$ cat config.mk
export PLATFORM = sky130hd
export DESIGN_NAME = mem_access_seq_flat
export DESIGN_NICKNAME = d
export VERILOG_FILES = /design/src/rtl/mem_seq_pkg.sv /design/src/rtl/mem_access_seq_if.sv /design/src/rtl/mem_wait_timer.sv /design/src/rtl/mem_access_seq.sv /design/src/flat_wrapper.sv
export SDC_FILE = /design/constraint.sdc
export NUM_CORES = 1
export LEC_CHECK = 0
export CORE_MARGIN = 10
export CORE_UTILIZATION = 47
export DETAILED_ROUTE_END_ITERATION = 8
export PLACE_DENSITY = 0.83
export RECOVER_POWER = 25
export SLEW_MARGIN = 15
export SYNTH_ARGS = -nofsm -noshare
export SYNTH_HDL_FRONTEND = slang
export SYNTH_SLANG_ARGS = --single-unit
$ cat constraint.sdc
create_clock -name clk -period 2.7 [get_ports clk]
set_clock_uncertainty 0.05 [all_clocks]
set_input_delay 0.675 -clock clk [delete_from_list [all_inputs] [get_ports clk]]
set_output_delay 0.675 -clock clk [all_outputs]
set_load 0.01 [all_outputs]
$ cat src/rtl/mem_seq_pkg.sv
// Shared types and helpers for the memory access sequencer.
package mem_seq_pkg;

  localparam int unsigned MEM_SEQ_WAIT_W = 4;

  typedef enum logic [2:0] {
    StIdle,
    StAccLo,
    StGap,
    StAccHi,
    StDone
  } mem_seq_state_t;

  // Addresses are carried at 32 bits; callers truncate back to their own width.
  function automatic logic [31:0] next_addr(input logic [31:0] addr, input logic zp_n,
                                            input int unsigned addr_w,
                                            input int unsigned page_w);
    logic [31:0] sum;
    logic [31:0] mask;
    sum  = addr + 32'd1;
    mask = zp_n ? ((32'd1 << addr_w) - 32'd1) : ((32'd1 << page_w) - 32'd1);
    return sum & mask;
  endfunction

endpackage

$ cat src/rtl/mem_access_seq_if.sv
// Request/response and RAM bus signals of the memory access sequencer.
interface mem_access_seq_if #(
  parameter int unsigned DATA_W = 8,
  parameter int unsigned ADDR_W = 16
);
  logic                start;
  logic                write;
  logic                word;
  logic                zero_page;
  logic [ADDR_W-1:0]   address;
  logic [2*DATA_W-1:0] wdata;
  logic [2*DATA_W-1:0] rdata;
  logic                busy;
  logic                done;
  logic [ADDR_W-1:0]   mem_addr;
  logic [DATA_W-1:0]   mem_dout;
  logic                mem_dout_en;
  logic [DATA_W-1:0]   mem_din;
  logic                mem_out;
  logic                mem_in;

  // The master side plays both the control unit and the RAM.
  modport master (
    output start, write, word, zero_page, address, wdata, mem_din,
    input  rdata, busy, done, mem_addr, mem_dout, mem_dout_en, mem_out, mem_in
  );

  modport slave (
    input  start, write, word, zero_page, address, wdata, mem_din,
    output rdata, busy, done, mem_addr, mem_dout, mem_dout_en, mem_out, mem_in
  );
endinterface

$ cat src/rtl/mem_wait_timer.sv
// Loadable down-counter that times strobe wait states; holds at zero.
module mem_wait_timer
  import mem_seq_pkg::*;
#(
  parameter int unsigned CNT_W = MEM_SEQ_WAIT_W
) (
  input  logic             clk,
  input  logic             rst,
  input  logic             load,
  input  logic [CNT_W-1:0] value,
  output logic             zero
);

  logic [CNT_W-1:0] cnt_q, cnt_d;

  always_comb begin
    cnt_d = cnt_q;
    if (load) begin
      cnt_d = value;
    end else if (cnt_q != '0) begin
      cnt_d = cnt_q - CNT_W'(1);
    end
  end

  always_ff @(posedge clk) begin
    if (rst) cnt_q <= '0;
    else     cnt_q <= cnt_d;
  end

  assign zero = (cnt_q == '0);

endmodule

$ cat src/rtl/mem_access_seq.sv
// Memory access sequencer: runs byte/word RAM cycles with wait states and a strobe gap.
module mem_access_seq
  import mem_seq_pkg::*;
#(
  parameter int unsigned DATA_W      = 8,
  parameter int unsigned ADDR_W      = 16,
  parameter int unsigned PAGE_W      = 8,
  parameter int unsigned WAIT_STATES = 1
) (
  input logic              clk,
  input logic              rst,
  mem_access_seq_if.slave  bus
);

  localparam logic [MEM_SEQ_WAIT_W-1:0] WaitInit = MEM_SEQ_WAIT_W'(WAIT_STATES);
  localparam logic [ADDR_W-1:0]         PageMask = ADDR_W'((32'd1 << PAGE_W) - 32'd1);

  mem_seq_state_t      state_q, state_d;
  logic [ADDR_W-1:0]   mar_q, mar_d;
  logic [2*DATA_W-1:0] mbr_q, mbr_d;
  logic                write_q, write_d;
  logic                word_q, word_d;
  logic                zp_n_q, zp_n_d;
  logic [2*DATA_W-1:0] rdata_q, rdata_d;
  logic [ADDR_W-1:0]   mem_addr_q, mem_addr_d;
  logic [DATA_W-1:0]   mem_dout_q, mem_dout_d;
  logic                mem_dout_en_q, mem_dout_en_d;
  logic                mem_out_q, mem_out_d;
  logic                mem_in_q, mem_in_d;
  logic                busy_q, busy_d;
  logic                done_q, done_d;
  logic                tmr_load, tmr_zero;
  logic                acc_d;

  mem_wait_timer #(
    .CNT_W(MEM_SEQ_WAIT_W)
  ) u_wait_timer (
    .clk  (clk),
    .rst  (rst),
    .load (tmr_load),
    .value(WaitInit),
    .zero (tmr_zero)
  );

  always_comb begin
    state_d  = state_q;
    mar_d    = mar_q;
    mbr_d    = mbr_q;
    write_d  = write_q;
    word_d   = word_q;
    zp_n_d   = zp_n_q;
    rdata_d  = rdata_q;
    tmr_load = 1'b0;
    case (state_q)
      StIdle: begin
        if (bus.start) begin
          mar_d    = bus.zero_page ? bus.address : (bus.address & PageMask);
          mbr_d    = bus.wdata;
          write_d  = bus.write;
          word_d   = bus.word;
          zp_n_d   = bus.zero_page;
          tmr_load = 1'b1;
          state_d  = StAccLo;
        end
      end
      StAccLo: begin
        if (tmr_zero) begin
          // First capture of a read also clears the high byte for byte reads.
          if (!write_q) rdata_d = {{DATA_W{1'b0}}, bus.mem_din};
          state_d = word_q ? StGap : StDone;
        end
      end
      StGap: begin
        mar_d    = ADDR_W'(next_addr(32'(mar_q), zp_n_q, ADDR_W, PAGE_W));
        tmr_load = 1'b1;
        state_d  = StAccHi;
      end
      StAccHi: begin
        if (tmr_zero) begin
          if (!write_q) rdata_d[2*DATA_W-1:DATA_W] = bus.mem_din;
          state_d = StDone;
        end
      end
      StDone:  state_d = StIdle;
      default: state_d = StIdle;
    endcase
  end

  // Bus outputs are decoded from the next state so they leave the flops aligned to it.
  always_comb begin
    acc_d         = (state_d == StAccLo) || (state_d == StAccHi);
    mem_out_d     = !(acc_d && !write_d);
    mem_in_d      = !(acc_d && write_d);
    mem_dout_en_d = acc_d && write_d;
    mem_dout_d    = '0;
    if (mem_dout_en_d) begin
      mem_dout_d = (state_d == StAccHi) ? mbr_d[2*DATA_W-1:DATA_W] : mbr_d[DATA_W-1:0];
    end
    mem_addr_d = mar_d;
    busy_d     = (state_d != StIdle);
    done_d     = (state_d == StDone);
  end

  always_ff @(posedge clk) begin
    if (rst) begin
      state_q       <= StIdle;
      mar_q         <= '0;
      mbr_q         <= '0;
      write_q       <= 1'b0;
      word_q        <= 1'b0;
      zp_n_q        <= 1'b1;
      rdata_q       <= '0;
      mem_addr_q    <= '0;
      mem_dout_q    <= '0;
      mem_dout_en_q <= 1'b0;
      mem_out_q     <= 1'b1;
      mem_in_q      <= 1'b1;
      busy_q        <= 1'b0;
      done_q        <= 1'b0;
    end else begin
      state_q       <= state_d;
      mar_q         <= mar_d;
      mbr_q         <= mbr_d;
      write_q       <= write_d;
      word_q        <= word_d;
      zp_n_q        <= zp_n_d;
      rdata_q       <= rdata_d;
      mem_addr_q    <= mem_addr_d;
      mem_dout_q    <= mem_dout_d;
      mem_dout_en_q <= mem_dout_en_d;
      mem_out_q     <= mem_out_d;
      mem_in_q      <= mem_in_d;
      busy_q        <= busy_d;
      done_q        <= done_d;
    end
  end

  assign bus.rdata       = rdata_q;
  assign bus.busy        = busy_q;
  assign bus.done        = done_q;
  assign bus.mem_addr    = mem_addr_q;
  assign bus.mem_dout    = mem_dout_q;
  assign bus.mem_dout_en = mem_dout_en_q;
  assign bus.mem_out     = mem_out_q;
  assign bus.mem_in      = mem_in_q;

endmodule

$ cat src/flat_wrapper.sv
// flat-port wrapper written by rule: the top's interface ports become plain ports
module mem_access_seq_flat import mem_seq_pkg::*;
#(
  parameter int unsigned DATA_W      = 8,
  parameter int unsigned ADDR_W      = 16,
  parameter int unsigned PAGE_W      = 8,
  parameter int unsigned WAIT_STATES = 1
)
  (clk, rst, bus_start, bus_write, bus_word, bus_zero_page, bus_address, bus_wdata, bus_mem_din, bus_rdata, bus_busy, bus_done, bus_mem_addr, bus_mem_dout, bus_mem_dout_en, bus_mem_out, bus_mem_in);
  mem_access_seq_if #(.DATA_W(DATA_W), .ADDR_W(ADDR_W)) bus_i ();
  input logic clk;
  input logic rst;
  input wire logic [$bits(bus_i.start)-1:0] bus_start;
  input wire logic [$bits(bus_i.write)-1:0] bus_write;
  input wire logic [$bits(bus_i.word)-1:0] bus_word;
  input wire logic [$bits(bus_i.zero_page)-1:0] bus_zero_page;
  input wire logic [$bits(bus_i.address)-1:0] bus_address;
  input wire logic [$bits(bus_i.wdata)-1:0] bus_wdata;
  input wire logic [$bits(bus_i.mem_din)-1:0] bus_mem_din;
  output wire logic [$bits(bus_i.rdata)-1:0] bus_rdata;
  output wire logic [$bits(bus_i.busy)-1:0] bus_busy;
  output wire logic [$bits(bus_i.done)-1:0] bus_done;
  output wire logic [$bits(bus_i.mem_addr)-1:0] bus_mem_addr;
  output wire logic [$bits(bus_i.mem_dout)-1:0] bus_mem_dout;
  output wire logic [$bits(bus_i.mem_dout_en)-1:0] bus_mem_dout_en;
  output wire logic [$bits(bus_i.mem_out)-1:0] bus_mem_out;
  output wire logic [$bits(bus_i.mem_in)-1:0] bus_mem_in;
  assign bus_i.start = bus_start;
  assign bus_i.write = bus_write;
  assign bus_i.word = bus_word;
  assign bus_i.zero_page = bus_zero_page;
  assign bus_i.address = bus_address;
  assign bus_i.wdata = bus_wdata;
  assign bus_i.mem_din = bus_mem_din;
  assign bus_rdata = bus_i.rdata;
  assign bus_busy = bus_i.busy;
  assign bus_done = bus_i.done;
  assign bus_mem_addr = bus_i.mem_addr;
  assign bus_mem_dout = bus_i.mem_dout;
  assign bus_mem_dout_en = bus_i.mem_dout_en;
  assign bus_mem_out = bus_i.mem_out;
  assign bus_mem_in = bus_i.mem_in;
  mem_access_seq #(.DATA_W(DATA_W), .ADDR_W(ADDR_W), .PAGE_W(PAGE_W), .WAIT_STATES(WAIT_STATES)) u_core (.clk(clk), .rst(rst), .bus(bus_i));
endmodule
# After elaboration in Yosys (flattened, before gate mapping)

Cells that the tools add are included.

Output and inout port bits: 45
Flip-flop bits (word level): 71
Logic and storage cells: 74
Bits of input ports: 46

Multiplexer cells: 23
Bitwise operators: 3
Equal/unequal tests: 11
$add $sub $neg: 2
Reductions and logical operators: 19

Operator list:

| kind                    | number |
|---|---|
| $mux W16                | 7 |
| $pmux W16 S2            | 1 |
| $mux W8                 | 3 |
| $add A16 B1 Y16 const B | 1 |
| $and A16 B16 Y16        | 1 |
| $pmux W8 S2             | 1 |
| $mux W3                 | 4 |
| $pmux W3 S4             | 1 |
| $eq A3 B2 Y1 const B    | 3 |
| $eq A3 B1 Y1 const B    | 2 |
| $ne A2 B2 Y1 const B    | 3 |
| $reduce_bool A2 Y1      | 3 |
| $mux W1                 | 5 |
| $reduce_and A5 Y1       | 1 |
| $logic_not A4 Y1        | 1 |
| $ne A2 B1 Y1 const B    | 2 |
| $reduce_and A2 Y1       | 2 |
| $reduce_bool A4 Y1      | 1 |
| $reduce_or A2 Y1        | 2 |
| $sub A4 B1 Y4 const B   | 1 |
| $eq A3 B3 Y1 const B    | 1 |
| $logic_not A1 Y1        | 3 |
| $logic_not A3 Y1        | 1 |
| $reduce_and A3 Y1       | 1 |
| 5 further kinds         | 7 |

# Logic depth before layout (Yosys ltp)

Gate-level depths: netlist of run 1.

Depth after elaboration: 8
Mapped depth: 9
Depth with buffers taken out: 6

# Cells and area by module

A second synthesis of run 1 with hierarchy kept.

Cells, all modules: 375
Area total of the unflattened synthesis: 3148.0 um^2

By module, submodules not included:

| module         | cells an instance | seq. area each (um^2) | times used | area each (um^2) |
|---|---|---|---|---|
| mem_access_seq | 351               | 1341.3                | 1          | 2919.0 |
| mem_wait_timer | 24                | 80.1                  | 1          | 229.0 |

# Worst setup path before layout of run 1

No wires, ideal clock.

Kind: input to register
Start point: input port bus_start
End point: register u_core.mem_dout_q[7], in the netlist u_core.bus.mem_dout[7]
Setup time: 0.116 ns
Stages: 6
Required time: 2.534 ns
Setup slack: 0.704 ns
Buffers on the path: 2
Arrival: 1.831 ns
Path through: nor4b_1 > buf_4 > buf_2 > mux2i_1 > nand2_1 > and3_1

Word-level cells in the longest chain between the ends: 7
Elaborated cells on any way between the ends: 13
Those cells by class: eq/ne (2); mux (7); bitwise (1); reduce/logical (3)

RTL lines:

| item                                                | RTL line                                   | text |
|---|---|---|
| start, declared                                     | flat_wrapper.sv:13                         | `input wire logic [$bits(bus_i.start)-1:0] bus_start;` |
| $mux W3                                             | mem_access_seq.sv:56                       | `if (bus.start) begin` |
| $pmux W3 S4                                         | mem_access_seq.sv:54                       | `case (state_q)` |
| $eq A3 B1 Y1 / $eq A3 B2 Y1 (equally long branches) | mem_access_seq.sv:91, mem_access_seq.sv:97 |  |
| $logic_or A1 B1 Y1                                  | mem_access_seq.sv:91                       | `acc_d = (state_d == StAccLo) \|\| (state_d == StAccHi);` |
| $logic_and A1 B1 Y1                                 | mem_access_seq.sv:94                       | `mem_dout_en_d = acc_d && write_d;` |
| $not A1 Y1 (no source line)                         | n/a                                        |  |
| $reduce_or A2 Y1 (no source line)                   | n/a                                        |  |
| end signal, assigned                                | mem_access_seq.sv:129                      | `mem_dout_q <= mem_dout_d;` |
| end, declared                                       | mem_access_seq.sv:26                       | `logic [DATA_W-1:0] mem_dout_q, mem_dout_d;` |

Parallel ways exist; a longest one is shown, timed or not.
A chain may end at the register's enable or synchronous reset.

# Worst setup path in the final report of run 1

Start point: input port bus_start
End point: register u_core.mem_dout_q[5], in the netlist u_core.bus.mem_dout[5]

Same word-level chain as after synthesis.

==> results of run 1 <==
==> per-stage QoR <==
step | power, W | utilization [%] | std cells | instance area, um2
floorplan | 0.00181 | - | 346 | 3030
global placement | 0.00209 | 63.6 | 502 | 4010
detailed placement | 0.00213 | 63.6 | 502 | 4010
CTS | 0.00324 | 67.8 | 518 | 4280
global route | 0.00338 | 67.8 | 518 | 4280
finish | 0.00322 | 67.8 | 518 | 4280
==> cell type report <==
type                            instances  area (um2)
Fill cell                             517        2030
Timing Repair Buffer                  101         987
Sequential cell                        71        1420
Clock buffer                           11         141
Inverter                                5        18.8
Tap cell                               77        96.3
Clock inverter                          5         129
Multi-Input combinational cell        248        1490
==> worst max-delay path, stage by stage <==
cell           delay [ns]
dlygate4sd3_1        0.61
nor4b_2              0.27
buf_4                0.23
mux2i_1              0.16
a211oi_4             0.42
and3_1               0.22
==> placed cells by master (no fill, tap or decap), types with 2 or more instances in the layout <==
master	count
a2111oi_0	2
a211oi_1	3
a21oi_1	25
a221oi_1	2
a311oi_1	3
a31oi_1	5
a32oi_1	3
and3_1	8
buf_4	9
bufinv_16	4
clkbuf_1	2
clkbuf_8	10
clkdlybuf4s50_1	69
dfxtp_1	71
dlygate4sd3_1	20
ha_1	2
inv_1	5
mux2i_1	18
nand2_1	52
nand2b_1	3
nand3_1	20
nand4_1	2
nor2_1	29
nor3_1	11
nor3b_1	2
nor4_1	7
o21ai_0	11
o21ai_2	2
o22ai_1	3
or2_2	3
or3_1	2
xnor2_1	4
==> cells by family (layout without fill, tap and decap cells) <==
| family | Yosys count | in the layout | synth area share [%] |
|---|---|---|---|
| and+or+nand+nor | 152 | 152 | 25.1 |
| AOI/OAI and AO/OA | 72 | 72 | 15.9 |
| DFF | 71 | 71 | 47.0 |
| buffers and inverters | 27 | 122 | 4.18 |
| muxes | 18 | 18 | 5.95 |
| xor gates and xnor gates | 4 | 4 | 1.16 |
| adders and majority gates | 2 | 2 | 0.827 |
==> flip-flops by register name (all words and copies together), names as in the netlist <==
name	cells
u_core.u_wait_timer.cnt_q	4
u_core.bus.mem_dout	8
u_core.bus.rdata	16
u_core.bus.mem_dout_en	1
u_core.word_q	1
u_core.bus.mem_out	1
u_core.bus.busy	1
u_core.bus.done	1
u_core.bus.mem_in	1
u_core.zp_n_q	1
u_core.bus.mem_addr	16
u_core.mbr_q	16
u_core.write_q	1
u_core.state_q	3
==> routing by layer <==
metal / vias to the layer above / wire, um / track usage [%]
li1: 1425 / - / -
met4: 0 / 119 / 6.52
met1: 1358 / 3620 / 20.0
met2: 98 / 4280 / 27.7
met5: - / 0 / 0
met3: 10 / 743 / 5.84
==> path summary, 6_finish.rpt <==
kind	to	slack, ns	depth (start not counted)
worst min-delay path	u_core.bus.rdata[12]	0.40	2
worst max-delay path	u_core.bus.mem_dout[5]	0.34	6
worst max register to register	u_core.bus.rdata[1]	0.57	6
worst min register to register	u_core.bus.rdata[12]	0.40	2
==> where the power goes <==
group | leakage (nW) | internal [W] | switching [W]
logic | 0.936 | 0.000399 | 0.000438
clock network | 0.134 | 0.000735 | 0.000391
registers | 0.580 | 0.00117 | 0.0000955
total | 1.65 | 0.00230 | 0.000924
==> out/metrics.csv, run 1 <==
stage;metric;value;unit
critical_path;crit_required;2.94;ns
critical_path;end_kind;flop;
floorplanning;die_area;10000;um2
critical_path;path_max_fanout;10;
global_routing;grt_pass1_vias;2866;
synthesis;yosysMostFrequentCell;dfxtp_1;
sta;min_period_over_period;87.5;%
synthesis;synthArstFlopShare;0;%
sta;timing.fmax;423;MHz
layout;fin_nets;484;
sta;relSlewSlack;26.3;%
flow_run;maxCapViolCount;0;
floorplanning;std_cell_rows;29;
clock_tree;cts_resized;0;
synthesis;syn_area;3030;um2
drt;drt-initial-drc-count;235;
drt;drt-total-wl;8.76;mm
critical_path;crit_path_start_kind;input pin;
synthesis;synth.net_count;394;
synthesis;ys.flop_type;dfxtp_1;
clock_tree;clkTransAtPathRegs;0.07;ns
drt;routed_via_density;5.58;
synthesis;synth_top_area_cell;dfxtp_1;
synthesis;ys_top_cells_by_area;dfxtp_1, nand2_1, mux2i_1;
critical_path;crit_type;in2reg;
placed_design;gp_congestion;0.921;
sta;drv_slew;0;
power;p_per_area;753;nW/um2
clock_tree;cts.sinks;71;
critical_path;startpoint;bus_start;
sta;fin_crit;2.36;ns
drt;wl_per_cell;16.9;um
clock_tree;clock_tree.buffer_depth;2;
global_routing;grt_overflow;0;
floorplanning;io-pin-count;91;
sta;tns;0;ns
layout;num_antenna_cells;0;
clock_tree;cts-buffers-inserted;9;
synthesis;synth.top_cell.area_share;47.0;%
synthesis;synthCells;346;
placed_design;dp_worst_setup_slack;0.0834;ns
global_routing;grt_pass1_wl;14.0;mm
clock_tree;ctsHoldBuffers;0;
drt;ant_nets;0;
global_routing;antenna_found_initial;0;
placed_design;io_buffers;90;
synthesis;avgSynthCellArea;8.75;um2
sta;hold_viol_final;0;
sta;rsz0062_at_grt;no;
synthesis;yosys_warnings;0;
floorplanning;core_area;6310;um2
worst_hold_path;hp-start;u_core.bus.rdata[12];
drt;dr.pass1.iters;5;
sta;holdWs;0.403;ns
global_routing;grt_max_degree;36;
power;power.leakage;1.65;nW
clock_tree;insertion_delay;0.34;ns
clock_tree;cts-root-buf;clkbuf_8;
clock_tree;cts_tree;done;
sta;worstMarginPinSlew;1.11;ns
synthesis;synth_seq_cells;71;
drt;via_count;2891;
status;outcome;finished clean;
layout;syn2layout_area_growth;41.4;%
synthesis;synth_common_cells;dfxtp_1, nand2_1, nor2_1, a21oi_1, nand3_1;
worst_hold_path;hold_class;reg2reg;
power;vdd_drop_max;0.461;mV
sta;fin_ws;0.336;ns
synthesis;ys_seq_area_share;47.0;%
global_routing;track_usage;17.0;%
critical_path;cp_data_arrival_time;2.60;ns
clock_tree;htree_num_levels;3;
synthesis;synth_edf_count;0;
sta;setup_violations;0;
clock_tree;post_cts_buffers;0;
floorplanning;initial_core_util;47.9;%
layout;final_layout_size_suffix_gt1_share;8.84;%
synthesis;ys_types;57;
critical_path;r2r-start;u_core.u_wait_timer.cnt_q[0];
placed_design;hpwl;6.51;mm
floorplanning;die_y;100;um
floorplanning;die_w;100;um
drt;remaining_drc_errors;0;
No activity file was read; power rests on OpenSTA's default activity.
==> run 2: changes to the inputs <==
clock period = 2.2 ns   (was 2.7 ns; I/O delays follow)
==> run 2 against run 1 <==
Cell area is 2.9% higher; sequential power is 24% higher; final cell count increased by 4.4%; clock-buffer cell count shrank 1; via count increased by 3.4%; clock power about the same; sequential cell count did not move; global-route usage grew 1.3 points; power up 19%; utilization rose by 1.9 points; critical path type unchanged; critical endpoint is now u_core.bus.mem_dout[2].
==> out/metrics.csv, run 2 (synthesized netlist as in run 1, its figures left out) <==
stage;metric;value;unit
critical_path;end_kind;flop;
placed_design;io_buffers;90;
sta;timing.fmax;480;MHz
sta;tns;0;ns
sta;fin_crit;2.08;ns
power;power.leakage;1.73;nW
clock_tree;cts-root-buf;clkbuf_8;
drt;via_count;2989;
critical_path;path_max_fanout;11;
power;combPwrFrac;29.3;%
critical_path;crit_required;2.40;ns
placed_design;hpwl;6.97;mm
global_routing;grt_pass1_wl;15.0;mm
global_routing;grt_pass1_vias;3033;
sta;drv_slew;0;
clock_tree;post_cts_buffers;0;
floorplanning;die_area;10000;um2
drt;dr.pass1.iters;5;
layout;final_area;4400;um2
layout;final_cell_mix;clkdlybuf4s50_1, dfxtp_1, nand2_1;
flow_run;maxCapViolCount;0;
global_routing;track_usage;18.3;%
power;switchingPower;0.00119;W
power;vdd_drop_max;0.707;mV
floorplanning;std_cell_rows;29;
layout;syn2layout_area_growth;45.4;%
sta;relSlewSlack;67.8;%
drt;wl_per_cell;17.3;um
critical_path;worstPathCellList;clkdlybuf4s50_1 > nor4b_4 > buf_4 > mux2i_1 > nand2_1 > and3_1;
placed_design;dpl-instance-area;4180;um2
clock_tree;insertion_delay;0.35;ns
floorplanning;die_w;100;um
critical_path;cp_data_arrival_time;2.28;ns
sta;setup_violations;0;
power;pwr-share-seq;40.5;%
clock_tree;cts.sinks;71;
layout;fin_nets;508;
layout;fin_cells;541;
drt;ant_nets;0;
drt;routed_via_density;5.52;
layout;final_layout_size_suffix_gt1_share;13.4;%
layout;utilization;69.7;%
layout;layout_commonest_cell;clkdlybuf4s50_1;
floorplanning;core_area;6310;um2
sta;rsz0062_at_grt;no;
layout;num_antenna_cells;0;
clock_tree;cts_tree;done;
global_routing;grt_overflow;0;
power;internal-power;0.00266;W
power;pwr-share-clk;30.2;%
critical_path;rr_worst_depth;5;
placed_design;dp_cells;526;
placed_design;gp_congestion;0.949;
status;outcome;finished clean;
clock_tree;clkTransAtPathRegs;0.07;ns
floorplanning;die_y;100;um
sta;hold_viol_final;0;
floorplanning;io-pin-count;91;
sta;worstMarginPinSlew;0.483;ns
clock_tree;ctsHoldBuffers;0;
power;p_sw_share;30.8;%
critical_path;crit_path_start_kind;input pin;
drt;remaining_drc_errors;0;
floorplanning;initial_core_util;47.9;%
critical_path;crit_type;in2reg;
worst_hold_path;hold_class;reg2reg;
clock_tree;cts-buffers-inserted;9;
worst_hold_path;holdPathStages;2;
global_routing;antenna_found_initial;0;
power;p_per_area;874;nW/um2
critical_path;cp_slowest_cell;clkdlybuf4s50_1;
critical_path;max_stage_delay;0.56;ns
drt;drt-initial-drc-count;191;
sta;min_period_over_period;94.6;%
global_routing;grt_max_degree;23;
layout;nFillCells;508;
clock_tree;htree_num_levels;3;
clock_tree;cts_resized;0;
drt;drt-total-wl;9.38;mm
power;finalPower;0.00385;W
clock_tree;clock_tree.buffer_depth;2;
run 2: cell types whose count changed in the layout (fill, tap and decap cells not counted), moves of 2 or more:
cell and change:
bufinv_16 -2, buf_4 +22, clkdlybuf4s50_1 +3, dlygate4sd3_1 -3
run 2: power groups by stage:
stage | Combinational, W | Clock [W] | Sequential, W
floorplan | 0.000644 | 0 | 0.00157
detailed placement | 0.00113 | 0 | 0.00158
finish | 0.00113 | 0.00116 | 0.00156
global route | 0.00123 | 0.00121 | 0.00157
CTS | 0.00114 | 0.00117 | 0.00155
global placement | 0.00110 | 0 | 0.00157
run 2: layout make-up:
cell class / instances / area, um2 / share of cell area, %
Multi-Input combinational cell: 248 / 1500 / 34.1
Sequential cell: 71 / 1420 / 32.3
Timing Repair Buffer: 125 / 1150 / 26.1
Clock buffer: 10 / 138 / 3.13
Tap cell: 77 / 96.3 / 2.19
Clock inverter: 5 / 81.3 / 1.85
Inverter: 5 / 18.8 / 0.426
run 2: critical path: cells and delay by family:
kind,cells,cell delay [ns]
buf+inv,2,0.85
simple gates,3,0.58
mux,1,0.30
run 2: worst paths after layout:
path                                             start  slack (ns)                       to
worst max-delay path                         bus_start        0.12   u_core.bus.mem_dout[2]
worst min-delay path               u_core.bus.rdata[9]        0.41      u_core.bus.rdata[9]
worst max register to register  u_core.bus.mem_addr[0]        0.21  u_core.bus.mem_addr[10]
worst min register to register     u_core.bus.rdata[9]        0.41      u_core.bus.rdata[9]
run 2: through the flow:
step / setup WS (ns) / hold slack (ns)
after floorplan: 0.205 / 0.382
after global placement: -0.193 / 0.390
after detailed placement: -0.319 / 0.403
after CTS: 0.0446 / 0.415
after global routing: 0.0488 / 0.433
final: 0.118 / 0.408
run 2: routing by layer:
| metal | track usage, % | share of wire (%) | wire, um |
|---|---|---|---|
| met5 | 0 | 0 | 0 |
| met4 | 7.61 | 1.6 | 152 |
| met3 | 5.43 | 8.4 | 789 |
| met2 | 30.9 | 49 | 4630 |
| met1 | 21.0 | 41 | 3810 |
==> run 3: changes to the inputs <==
PLACE_DENSITY = 0.82   (was 0.83)
SYNTH_HIERARCHICAL = 1   (was default)
==> run 3 against run 2 <==
Synthesized cell count increased by 8.4%; sequential share of layout area rose by 0.11 points; first-iteration DRC count down 34%; power down 3.1%; critical path depth decreased by 5; clock-buffer cell count decreased by 1; utilization is 1.4 points lower; critical path type is now reg2out.
==> out/metrics.csv, run 3 <==
stage;metric;value;unit
synthesis;yosys_warnings;6;
synthesis;synthCells;375;
sta;relSlewSlack;66.0;%
critical_path;rr_worst_depth;8;
drt;remaining_drc_errors;0;
sta;timing.fmax;481;MHz
global_routing;grt_pass1_wl;15.0;mm
sta;drv_slew;0;
placed_design;gp_congestion;0.906;
sta;setup_violations;0;
global_routing;grt_pass1_vias;3133;
clock_tree;cts-root-buf;clkbuf_8;
synthesis;syn_area;3150;um2
floorplanning;initial_core_util;49.0;%
sta;fin_crit;2.08;ns
sta;hold_viol_final;0;
sta;tns;0;ns
status;outcome;finished clean;
critical_path;critPathTopFamily;buffers and inverters;
clock_tree;htree_num_levels;3;
critical_path;worstPathCellList;clkdlybuf4s50_1;
sta;worstMarginPinSlew;0.506;ns
worst_hold_path;worstHoldEndpoint;u_core/bus.rdata[15];
layout;regArea;1420;um2
critical_path;crit_required;1.60;ns
synthesis;ys_types;49;
synthesis;synth_edf_count;0;
critical_path;regToRegEndpoint;u_core/bus.mem_dout[4];
layout;nFillCells;514;
critical_path;crit_buf_inv;1;
synthesis;synthArstFlopShare;0;%
layout;syn2layout_area_growth;39.3;%
drt;drt-initial-drc-count;126;
power;power.leakage;1.53;nW
drt;wl_per_cell;16.9;um
critical_path;end_kind;output port;
clock_tree;cts_tree;done;
critical_path;crit_type;reg2out;
clock_tree;post_cts_buffers;0;
synthesis;synth_top_area_cell;dfxtp_1;
floorplanning;io-pin-count;91;
floorplanning;die_w;102;um
clock_tree;clkTransAtPathRegs;0.07;ns
drt;drt-total-wl;9.37;mm
power;p_per_area;850;nW/um2
synthesis;ys_seq_area_share;45.2;%
worst_hold_path;hp-start;u_core/bus.rdata[15];
floorplanning;die_y;102;um
global_routing;grt_overflow;0;
drt;via_count;3207;
global_routing;track_usage;17.9;%
global_routing;grt_max_degree;35;
global_routing;antenna_found_initial;0;
critical_path;cp_slowest_cell;clkdlybuf4s50_1;
placed_design;hpwl;6.90;mm
sta;rsz0062_at_grt;no;
synthesis;ys_top_cells_by_area;dfxtp_1, nand2_1, a21oi_1;
critical_path;max_stage_delay;0.61;ns
drt;dr.pass1.iters;4;
layout;final_layout_size_suffix_gt1_share;10.3;%
clock_tree;cts-buffers-inserted;9;
power;vdd_drop_max;0.544;mV
flow_run;maxCapViolCount;0;
synthesis;synth_seq_cells;71;
worst_hold_path;hold_class;reg2reg;
clock_tree;insertion_delay;0.34;ns
layout;final_cell_mix;clkdlybuf4s50_1, dfxtp_1, nand2_1;
placed_design;io_buffers;90;
synthesis;synth.top_cell.area_share;45.2;%
clock_tree;cts.sinks;71;
worst_hold_path;holdPathStages;2;
layout;num_antenna_cells;0;
critical_path;path_max_fanout;11;
synthesis;ys.flop_type;dfxtp_1;
synthesis;avgSynthCellArea;8.39;um2
layout;layout_commonest_cell;clkdlybuf4s50_1;
critical_path;crit_path_start_kind;flop;
floorplanning;die_area;10400;um2
critical_path;r2r-start;u_core/u_wait_timer/cnt_q[0];
sta;min_period_over_period;94.5;%
layout;fin_nets;522;
layout;multi_input_area;1590;um2
critical_path;cp_data_arrival_time;1.48;ns
floorplanning;core_area;6420;um2
drt;ant_nets;0;
clock_tree;clock_tree.buffer_depth;2;
drt;routed_via_density;5.78;
critical_path;r2r_slack;0.18;ns
synthesis;synth_common_cells;dfxtp_1, nand2_1, a21oi_1, clkbuf_1;
synthesis;yosysMostFrequentCell;dfxtp_1;
layout;utilization;68.3;%
floorplanning;std_cell_rows;29;
[run 3: changes by cell type after synthesis, sizes merged, moves of 8 or more]
| cell | change |
|---|---|
| and3 | -8 |
| nand2 | +14 |
| mux2i | -12 |
| clkbuf | +8 |
| a211oi | +8 |
| a21oi | +9 |
| nor2 | -12 |
[run 3: per-stage QoR]
stage               cells  setup slack (ns)  cell area, um2  total power [W]  hold slack, ns
floorplan             377             0.160            3160          0.00226           0.382
global placement      540             0.100            4220          0.00272           0.389
detailed placement    540           0.00444            4220          0.00277           0.394
CTS                   555            0.0682            4400          0.00376           0.407
global route          555            0.0348            4390          0.00394           0.428
finish                555             0.120            4390          0.00373           0.404
[run 3: repair_timing]
| item | CTS | global route |
|---|---|---|
| endpoints found under the setup margin | 0 | 12 |
| hold buffers | 0 | 0 |
| resized for setup | 0 | 2 |
| endpoints found under the hold margin | 0 | 0 |
[run 3: how the worst max path moves through the flow]
| stage | slack (ns) | depth (start not counted) | to | start |
|---|---|---|---|---|
| after floorplan | 0.16 | 8 | u_core/bus.mem_dout[2] | u_core/u_wait_timer/cnt_q[0] |
| after global placement | 0.10 | 6 | u_core/bus.mem_addr[12] | bus_start |
| after detailed placement | 0.004 | 6 | u_core/bus.mem_dout[2] | bus_start |
| after CTS | 0.07 | 8 | u_core/bus.mem_dout[4] | u_core/u_wait_timer/cnt_q[0] |
| after global routing | 0.03 | 6 | u_core/bus.mem_addr[14] | bus_start |
| final | 0.12 | 1 | bus_mem_addr[2] | u_core/bus.mem_addr[2] |
[run 3: cells by family (layout without fill, tap and decap cells)]
| group | count (synthesis) | in the layout | share of synthesized area, % |
|---|---|---|---|
| buf+inv | 34 | 135 | 4.53 |
| flops | 71 | 71 | 45.2 |
| compound gates | 100 | 100 | 20.2 |
| xor+xnor | 6 | 6 | 1.67 |
| other cells | 2 | 4 | 0.239 |
| mux | 8 | 8 | 2.62 |
| fa+ha+maj | 2 | 2 | 0.795 |
| simple gates | 152 | 152 | 24.8 |
[run 3: cell type report]
| cell class | count | share of cell area [%] |
|---|---|---|
| flip-flops and latches | 71 | 32.4 |
| multi-input cells | 272 | 36.2 |
| clock inverters | 6 | 1.43 |
| repair buffers | 113 | 24.4 |
| clock buffers | 9 | 2.82 |
| inverters | 7 | 0.599 |
| well taps | 77 | 2.20 |
[run 3: where the power goes]
part / internal [W] / total, W / switching (W)
logic: 0.000560 / 0.00112 / 0.000558
clock network: 0.000512 / 0.000995 / 0.000482
registers: 0.00145 / 0.00161 / 0.000162
[run 3: routing by layer]
metal / part of all wire (%) / vias to the layer above / routed length (um) / global-route usage (%)
met3: 11 / 10 / 1000 / 8.77
met4: 0.80 / 0 / 75 / 4.45
met5: 0 / - / 0 / 0
met1: 40 / 1514 / 3710 / 20.4
li1: - / 1556 / - / -
met2: 49 / 127 / 4590 / 29.5
